## src/rtl/chacha_block_serialiser.sv

```systemverilog
// Serialises one 512-bit ChaCha20 state matrix into 64 little-endian keystream bytes.
// Optional block counter and busy flag are enabled by defining CHACHA_SER_BLKCNT_EN.
module chacha_block_serialiser #(
  parameter int unsigned DATA_SIZE = 8,
  parameter int unsigned NO_WORDS  = 16
) (
  input  logic                    clk,
  input  logic                    rst,
  input  logic [32*NO_WORDS-1:0]  block_in,
  input  logic                    block_valid,
  output logic                    block_ready,
  output logic [DATA_SIZE-1:0]    input_data_split,
  output logic                    byte_valid,
  input  logic                    byte_ready,
  output logic                    byte_last
`ifdef CHACHA_SER_BLKCNT_EN
  ,
  output logic [31:0]             blocks_done,
  output logic                    ser_busy
`endif
);

  localparam int unsigned NBYTES = NO_WORDS * 4;
  localparam int unsigned IDX_W  = $clog2(NBYTES);
  localparam logic [IDX_W-1:0] LAST_IDX = IDX_W'(NBYTES - 1);

  typedef enum logic {IDLE, SHIFT} state_t;

  state_t                               state;
  logic [IDX_W-1:0]                     idx;
  logic [NBYTES-1:0][DATA_SIZE-1:0]     hold;

  logic             byte_xfer;
  logic             last_xfer;
  logic             accept;
  logic [IDX_W-1:0] idx_nxt;

  assign byte_xfer = byte_valid && byte_ready;
  assign last_xfer = byte_xfer && byte_last;
  assign idx_nxt   = idx + 1'b1;

  // Ready is combinational so a new matrix can land on the last-byte cycle without a bubble.
  assign block_ready = !rst && ((state == IDLE) || last_xfer);
  assign accept      = block_valid && block_ready;

  always_ff @(posedge clk) begin
    if (rst) begin
      state            <= IDLE;
      idx              <= '0;
      hold             <= '0;
      byte_valid       <= 1'b0;
      byte_last        <= 1'b0;
      input_data_split <= '0;
    end else if (accept) begin
      // Covers both IDLE capture and the zero-bubble reload after byte 63.
      state            <= SHIFT;
      idx              <= '0;
      hold             <= block_in;
      byte_valid       <= 1'b1;
      byte_last        <= (LAST_IDX == '0);
      input_data_split <= block_in[DATA_SIZE-1:0];
    end else if (last_xfer) begin
      state            <= IDLE;
      idx              <= '0;
      byte_valid       <= 1'b0;
      byte_last        <= 1'b0;
      input_data_split <= '0;
    end else if (byte_xfer) begin
      idx              <= idx_nxt;
      byte_last        <= (idx_nxt == LAST_IDX);
      input_data_split <= hold[idx_nxt];
    end
  end

`ifdef CHACHA_SER_BLKCNT_EN
  // Completed-block counter; wraps naturally at 32 bits.
  always_ff @(posedge clk) begin
    if (rst) begin
      blocks_done <= '0;
    end else if (last_xfer) begin
      blocks_done <= blocks_done + 32'd1;
    end
  end

  assign ser_busy = (state == SHIFT);
`endif

endmodule

```

## config.mk

```make
export PLATFORM = sky130hd
export DESIGN_NAME = chacha_block_serialiser
export DESIGN_NICKNAME = d
export VERILOG_FILES = /design/src/rtl/chacha_block_serialiser.sv
export SDC_FILE = /design/constraint.sdc
export NUM_CORES = 1
export LEC_CHECK = 0
export BUFFER_PORTS_ARGS = -buffer_cell sky130_fd_sc_hd__buf_2
export CORE_MARGIN = 5
export CORE_UTILIZATION = 25
export CTS_CLUSTER_SIZE = 24
export DETAILED_ROUTE_END_ITERATION = 10
export PLACE_DENSITY = 0.5
export SLEW_MARGIN = 40
export SYNTH_ARGS = -nofsm -noshare
export SYNTH_HDL_FRONTEND = slang
export SYNTH_SLANG_ARGS = --single-unit
```

## constraint.sdc

```tcl
create_clock -name clk -period 6.8 [get_ports clk]
set_input_delay 0.34 -clock clk [delete_from_list [all_inputs] [get_ports clk]]
set_output_delay 0.34 -clock clk [all_outputs]
set_load 0.05 [all_outputs]
```

Word-level counts from Yosys, hierarchy flattened
Cells that the tools add are included.
W data, S select, Z words.
{"block": "classes", "n_addsub": 1, "n_lt_le_gt_ge": 1, "n_eq_ne": 1, "n_mux": 7, "bitwise": 1, "reduce_logical": 9}
{"op": "$bmux W8 S6", "n": 1}
{"op": "$mux W8", "n": 4}
{"op": "$lt A6 B7 Y1 const B", "n": 1}
{"op": "$add A6 B1 Y6 const B", "n": 1}
{"op": "$eq A6 B6 Y1 const B", "n": 1}
{"op": "$logic_and A1 B1 Y1", "n": 4}
{"op": "$reduce_bool A3 Y1", "n": 1}
{"op": "$reduce_or A3 Y1", "n": 1}
{"op": "$mux W1", "n": 2}
{"op": "$reduce_bool A2 Y1", "n": 1}
{"op": "$logic_not A1 Y1", "n": 1}
{"op": "$logic_or A1 B1 Y1", "n": 1}
{"op": "$not A1 Y1", "n": 1}
{"block": "word_totals", "ff_bits": 528, "in_bits": 516, "output_inout_bits": 11, "word_cells": 88}

Logic depth before layout (Yosys ltp)
Gate-level depths: netlist of the first run.
{"block": "depth", "ltp_word": 6, "depth_mapped": 13, "depth_no_buf": 7}

Worst setup path before layout of the first run
Ideal clock, no wire load.
{"block": "synth_path", "path_type": "register to register", "start": "register idx[0]", "end": "register input_data_split[4]", "setup_time_ns": 0.134, "arrival_ns": 2.956, "required_ns": 6.666, "setup_slack_ns": 3.710, "path_stages_with_launch": 14, "n_path_buf": 6, "synth_period_minus_slack_ns": 3.090, "cell_sequence": "dfxtp_1 -> clkbuf_1 -> buf_2 -> buf_2 -> clkinv_1 -> ha_1 -> buf_2 -> buf_2 -> buf_1 -> mux4_2 -> mux2i_1 -> o22ai_1 -> o21ai_0 -> o211ai_1"}
{"block": "synth_via", "elab_chain_len": 6}
{"element": "from (decl)", "line": "30", "text": "logic [IDX_W-1:0] idx;"}
{"element": "from (signal assigned)", "line": "69", "text": "idx <= idx_nxt;"}
{"element": "$add A6 B1 Y6", "line": "40", "text": "assign idx_nxt = idx + 1'b1;"}
{"element": "named net idx_nxt[0]", "line": "36", "text": "logic [IDX_W-1:0] idx_nxt;"}
{"element": "$bmux W8 S6", "line": "71", "text": "input_data_split <= hold[idx_nxt];"}
{"element": "$mux W8 (not written as such)", "line": "71"}
{"element": "$mux W8", "line": "68", "text": "end else if (byte_xfer) begin"}
{"element": "$mux W8", "line": "62", "text": "end else if (last_xfer) begin"}
{"element": "$mux W8", "line": "54", "text": "end else if (accept) begin"}
{"element": "to (signal assigned)", "line": "61", "text": "input_data_split <= block_in[DATA_SIZE-1:0];"}
{"element": "to (signal assigned)", "line": "71"}
{"element": "to (decl)", "line": "12", "text": "output logic [DATA_SIZE-1:0] input_data_split,"}
The timed path passes the listed nets, and every way through them passes these cells. The select of a mux whose other input is x is not followed.
A chain may end at the register's enable or synchronous reset.

Final worst setup path of the first run
Ends and elaborated chain as after synthesis.

==> results of run 1 <==
## power groups by stage
stage,clock network [µW],registers (µW),logic (µW)
final,3510,3460,1150
after global routing,3720,3470,1240
after CTS,3610,3460,1140
after detailed placement,0,3520,910
after global placement,0,3540,892
after floorplan,0,3450,553
## cells by family (layout without fill, tap and decap cells)
family | Yosys count | in the layout | synth area share [%]
simple gates | 1636 | 1636 | 34.6
flops | 528 | 528 | 45.0
buf+inv | 217 | 1162 | 3.64
mux | 175 | 175 | 14.2
compound gates | 69 | 69 | 1.94
xor+xnor | 11 | 11 | 0.522
fa+ha+maj | 2 | 2 | 0.107
other cells | 0 | 5 | 0
## repair_timing
action,in CTS,in global routing
hold buffers,491,0
endpoints found under the setup margin,0,0
endpoints found under the hold margin,491,0
## metal layers
| metal | vias up | GRT usage, % |
|---|---|---|
| met5 | - | 0 |
| met2 | 766 | 29.7 |
| met3 | 261 | 3.30 |
| li1 | 10700 | - |
| met4 | 0 | 10.6 |
| met1 | 10700 | 24.2 |
## worst register-to-register path, stage by stage, from the launching register on
cell and delay [ps]:
dfxtp_4 540, clkinv_1 410, ha_4 780, buf_12 290
buf_4 390, mux4_2 570, mux2i_1 260, a222oi_1 120
nand3_1 130, o211ai_1 90
## synthesized netlist by cell type, types with 7 or more instances
library cell,count
a32oi_1,7
buf_1,18
clkbuf_1,173
nand3b_1,505
nand2_1,1075
nand4_1,9
a21boi_0,9
dfxtp_1,528
o22ai_1,16
buf_2,23
a21oi_1,11
nand3_1,20
o211ai_1,9
nor2_1,16
mux2i_1,49
mux4_2,126
## through the flow
step	cells	hold WS [ps]	power, µW	util (%)	instance area (µm²)
floorplan	2638	433	4010	-	23500
global placement	4222	446	4430	29.1	27100
detailed placement	4226	454	4430	29.2	27200
CTS	4835	2.15	8210	36.7	34300
global route	4841	3.63	8440	36.8	34300
finish	4842	20.1	8110	36.8	34400
## state kept, by name (all words and copies together) (netlist names)
| name | cells |
|---|---|
| hold | 512 |
| byte_last | 1 |
| input_data_split | 8 |
| state | 1 |
| idx | 6 |
## how the worst min path moves through the flow
stage	startpoint	endpoint	slack [ps]	depth (start not counted)
after CTS	block_in[31]	hold[31]$_SDFFE_PP0P_	2	3
after detailed placement	hold[4]$_SDFFE_PP0P_	hold[4]$_SDFFE_PP0P_	450	2
after global routing	block_in[31]	hold[31]$_SDFFE_PP0P_	4	3
after floorplan	hold[0]$_SDFFE_PP0P_	hold[0]$_SDFFE_PP0P_	430	2
final	block_in[31]	hold[31]$_SDFFE_PP0P_	20	3
after global placement	hold[0]$_SDFFE_PP0P_	hold[0]$_SDFFE_PP0P_	450	2
## area by class of cell
type | count | area share (%)
sequential | 528 | 30.8
multi-input combinational | 1893 | 35.3
tap | 1254 | 4.57
clock buffer | 95 | 5.54
clock inverter | 23 | 0.721
inverter | 1 | 0.0109
antenna | 5 | 0.0364
timing repair buffer | 1043 | 23.0
==> results.json, run 1 <==
{
  "cpMaxStageDelayCell": "ha_4",
  "power_density_nw_per_um2": 236,
  "ctsResizeCount": 0,
  "num_io_pins": 527,
  "slew_violations": 0,
  "skew_ps": 31.3,
  "drive_above_1_share_pct": 22.0,
  "portBuffers": 526,
  "vias_per_cell": 4.65,
  "wl_met1_mm": 41.9,
  "rsz0062_at_grt": "no",
  "cts_sinks": 528,
  "ys_seq_area_share_pct": 45.0,
  "grt_max_degree": 199,
  "grt_usage_pct": 18.7,
  "r2r_end": "input_data_split[4]$_SDFFE_PP0P_",
  "seqPwrFrac_pct": 42.6,
  "numCtsBuffers": 66,
  "wl_mm": 98.0,
  "synth.top_cell.area_share_pct": 45.0,
  "dieHeight_um": 317,
  "yosys.area.top_type": "dfxtp_1",
  "cts.clk_slew.worst_paths_ps": 70,
  "worstPathRequired_ps": 7260,
  "grt_pass1_vias": 23300,
  "ys_ff_latch": 528,
  "gp_congestion": 0.809,
  "syn_to_final_growth_pct": 46.2,
  "post-route-drc-count": 0,
  "post-place-ws_ps": 2470,
  "row_count": 112,
  "fin_crit_sh_pct": 54.3,
  "netlist_instances": 2638,
  "slowest_delay_ps": 780,
  "drt_iter0_drc": 1711,
  "r2r_setup_slack_ps": 3110,
  "clkPwrFrac_pct": 43.2,
  "fill_cells": 9458,
  "worstPathCellList": "clkinv_1 -> ha_4 -> buf_12 -> buf_4 -> mux4_2 -> mux2i_1 -> a222oi_1 -> nand3_1 -> o211ai_1",
  "mostFrequentLayoutCell": "nand2_1",
  "htreeDepth": 3,
  "setup_viol_count_final": 0,
  "dieWidth_um": 317,
  "cts_setup_buffers": 0,
  "tightest_slew_ps": 868,
  "vdd_drop_max_uv": 124,
  "wire_per_inst_um": 20.2,
  "worstPathMaxFanout": 30,
  "final_cell_mix": "1074 x nand2_1, 527 x dfxtp_1, 525 x buf_2",
  "clk_latency_ps": 610,
  "vias": 22500,
  "place_hpwl_mm": 66.5,
  "path_class": "reg -> reg",
  "register_area_um2": 10600,
  "grt.overflow.total": 0,
  "hold_class": "in -> reg",
  "comb_power_share_pct": 14.1,
  "rr_worst_depth": 9,
  "ant_nets": 0,
  "critPathLaunch": "idx[0]$_SDFFE_PP0N_",
  "crit_buf_inv": 3,
  "multi_input_area_um2": 12100,
  "hold_viol_final": 0,
  "max_freq_ghz": 0.271,
  "netlist_area_um2": 23500,
  "maxCapViolCount": 0,
  "switchingPower_uw": 2120,
  "grt_pass1_wl_mm": 143,
  "crit_arrival_ps": 4160,
  "timing.rr.start": "idx[0]$_SDFFE_PP0N_",
  "core_area_um2": 93300,
  "die-area_um2": 100000,
  "power.static_leakage_uw": 0.0155,
  "drtPass1Iterations": 5,
  "async_reset_ff_share_pct": 0,
  "start_util_pct": 25.2,
  "root_buffer": "clkbuf_16",
  "wl_met3_mm": 5.28,
  "synth_edf_count": 0,
  "top_layer": "met4",
  "internal_power_uw": 5990,
  "critPathLaunchType": "flop",
  "antenna_found_initial": 5,
  "cts_tree": "built",
  "critPathCaptureType": "flop",
  "synth_fp_nets": 3156,
  "critPathCapture": "input_data_split[4]$_SDFFE_PP0P_",
  "crit_cells": 9,
  "yosysWarnings": 0,
  "finalSetupTns_ps": 0,
  "num-nets-final": 4051,
  "synth_top_cells_by_area": "dfxtp_1 45%, nand2_1 17%, nand3b_1 16%",
  "clockBufferDepth": 3,
  "switching_share_pct": 26.1,
  "avgSynthCellArea_um2": 8.90,
  "outcome": "completed",
  "synth-main-ff-cell": "dfxtp_1",
  "layout_setup_ws_ps": 3110,
  "route.met2.wl_mm": 44.9,
  "critical-path-top-delay-family": "buffers and inverters",
  "slew_headroom_pct": 42.1,
  "yosysUniqueCellTypes": 39,
  "fin_crit_ps": 3690
}
(Power assumes the default switching activity.)
==> run 2: changes to the inputs <==
- clock period: 6.8 -> 3.7 ns (I/O delays scaled with it)
==> results.json, run 2 (synthesis results as in run 1) <==
{
  "outcome": "completed",
  "num_io_pins": 527,
  "path_class": "reg -> reg",
  "use_met3_pct": 3.43,
  "critPathLaunchType": "flop",
  "dieWidth_um": 317,
  "cpMaxStageDelayCell": "ha_4",
  "cts_setup_buffers": 0,
  "worstHoldStart": "rst",
  "crit_arrival_ps": 3400,
  "drive_above_1_share_pct": 22.0,
  "hold_depth": 2,
  "final_cell_mix": "1074 x nand2_1, 527 x dfxtp_1, 525 x buf_2",
  "mostFrequentLayoutCell": "nand2_1",
  "grt_pass1_vias": 23100,
  "grt.overflow.total": 0,
  "skew_ps": 18.5,
  "setup_viol_count_final": 0,
  "num-nets-final": 4089,
  "drtPass1Iterations": 5,
  "syn_to_final_growth_pct": 47.7,
  "wire_per_inst_um": 19.9,
  "gp_congestion": 0.803,
  "slew_headroom_pct": 45.8,
  "r2r_setup_slack_ps": 750,
  "post-route-drc-count": 0,
  "vias": 22400,
  "numCtsBuffers": 66,
  "start_util_pct": 25.2,
  "grt_max_degree": 193,
  "root_buffer": "clkbuf_16",
  "r2r_end": "input_data_split[4]$_SDFFE_PP0P_",
  "ant_nets": 0,
  "tightest_slew_ps": 813,
  "maxCapViolCount": 0,
  "post-place-ws_ps": 710,
  "slowest_delay_ps": 550,
  "portBuffers": 526,
  "finalPower_uw": 14800,
  "dieHeight_um": 317,
  "rsz0062_at_grt": "no",
  "regMostFlops": "hold",
  "met1_usage_pct": 23.3,
  "wl_mm": 96.8,
  "finalSetupTns_ps": 0,
  "vdd_drop_max_uv": 299,
  "worstPathMaxFanout": 24,
  "clockBufferDepth": 3,
  "place_hpwl_mm": 66.2,
  "grt_usage_pct": 18.5,
  "final_util_pct": 37.2,
  "worstPathRequired_ps": 4160,
  "whs_endpoint": "input_data_split[6]$_SDFFE_PP0P_",
  "reg.largest.list": "hold: 512 flops, input_data_split: 8 flops, idx: 6 flops",
  "grt_pass1_wl_mm": 141,
  "vias_per_cell": 4.59,
  "clk_latency_ps": 600,
  "antenna_found_initial": 4,
  "core_area_um2": 93300,
  "critPathCaptureType": "flop",
  "max_freq_ghz": 0.340,
  "layout_setup_ws_ps": 755,
  "fin_crit_ps": 2950,
  "htreeDepth": 3,
  "grt_use_met2_pct": 30.6,
  "row_count": 112,
  "rr_worst_depth": 10,
  "cts.clk_slew.worst_paths_ps": 60,
  "slew_violations": 0,
  "drt_iter0_drc": 1782,
  "hold_viol_final": 0,
  "fin_crit_sh_pct": 79.6,
  "cts_tree": "built",
  "power_density_nw_per_um2": 427,
  "hold_class": "in -> reg",
  "layoutNonFillerInstCount": 4872,
  "largest_reg_flops": 512,
  "die-area_um2": 100000,
  "cpMostUsedCell": "buf_12",
  "power.static_leakage_uw": 0.0157,
  "cts_sinks": 528,
  "dp_cells": 4242,
  "busiest_layer": "met2",
  "worstPathCellList": "clkinv_1 -> buf_4 -> ha_4 -> buf_12 -> buf_12 -> mux4_2 -> mux2i_1 -> a222oi_1 -> nand3_1 -> o211ai_1",
  "timing.rr.start": "idx[0]$_SDFFE_PP0N_"
}
[run 2: changes by cell type in the layout (fill, tap and decap cells not counted), sizes merged]
cell         before  now
dlygate4sd3     491  515
clkinv           13    9
inv               3    4
clkbuf           95   92
clkinvlp          5    3
buf             552  566
[run 2: critical path: cells and delay by family (launching register included)]
kind	cells	cell delay [ps]
mux	2	800
buf+inv	4	700
fa+ha+maj	1	550
flops	1	390
compound gates	2	210
simple gates	1	140
[run 2: area by class of cell]
type                    count  area [µm²]
fillers                  9358       58600
clock inverters            18         221
flip-flops and latches    528       10600
well taps                1254        1570
inverters                   1        3.75
clock buffers              92        1850
repair buffers           1081        8330
diodes                      5        12.5
multi-input cells        1893       12100
[run 2: worst max-delay path by stage]
| stage | from | slack (ps) | end | depth (start not counted) |
|---|---|---|---|---|
| floorplan | idx[0]$_SDFFE_PP0N_ | 610 | input_data_split[4]$_SDFFE_PP0P_ | 13 |
| global placement | idx[0]$_SDFFE_PP0N_ | 720 | input_data_split[3]$_SDFFE_PP0P_ | 10 |
| detailed placement | idx[0]$_SDFFE_PP0N_ | 710 | input_data_split[3]$_SDFFE_PP0P_ | 10 |
| CTS | idx[0]$_SDFFE_PP0N_ | 690 | input_data_split[3]$_SDFFE_PP0P_ | 10 |
| global route | idx[0]$_SDFFE_PP0N_ | 580 | input_data_split[4]$_SDFFE_PP0P_ | 10 |
| finish | idx[0]$_SDFFE_PP0N_ | 750 | input_data_split[4]$_SDFFE_PP0P_ | 10 |
[run 2: repair_timing]
item,CTS,global route
endpoints found under the hold margin,513,0
hold buffers,515,0
gates resized for setup,0,0
[run 2: where the power goes]
part / switching, µW / internal (µW) / total, µW
sequential: 245 / 6080 / 6330
clock: 2590 / 3710 / 6310
combinational: 1010 / 1160 / 2170
total: 3850 / 11000 / 14800
[run 2: routing by layer]
| layer | vias up | share of wire (%) |
|---|---|---|
| met1 | 10600 | 42 |
| li1 | 10800 | - |
| met5 | - | 0 |
| met2 | 740 | 48 |
| met4 | 0 | 5.0 |
| met3 | 220 | 5.6 |
[run 2: stage by stage]
stage	cell area, µm²	hold WS, ps
global placement	27400	372
global route	34700	85.7
floorplan	23500	284
CTS	34700	32.4
finish	34700	84.7
detailed placement	27400	372
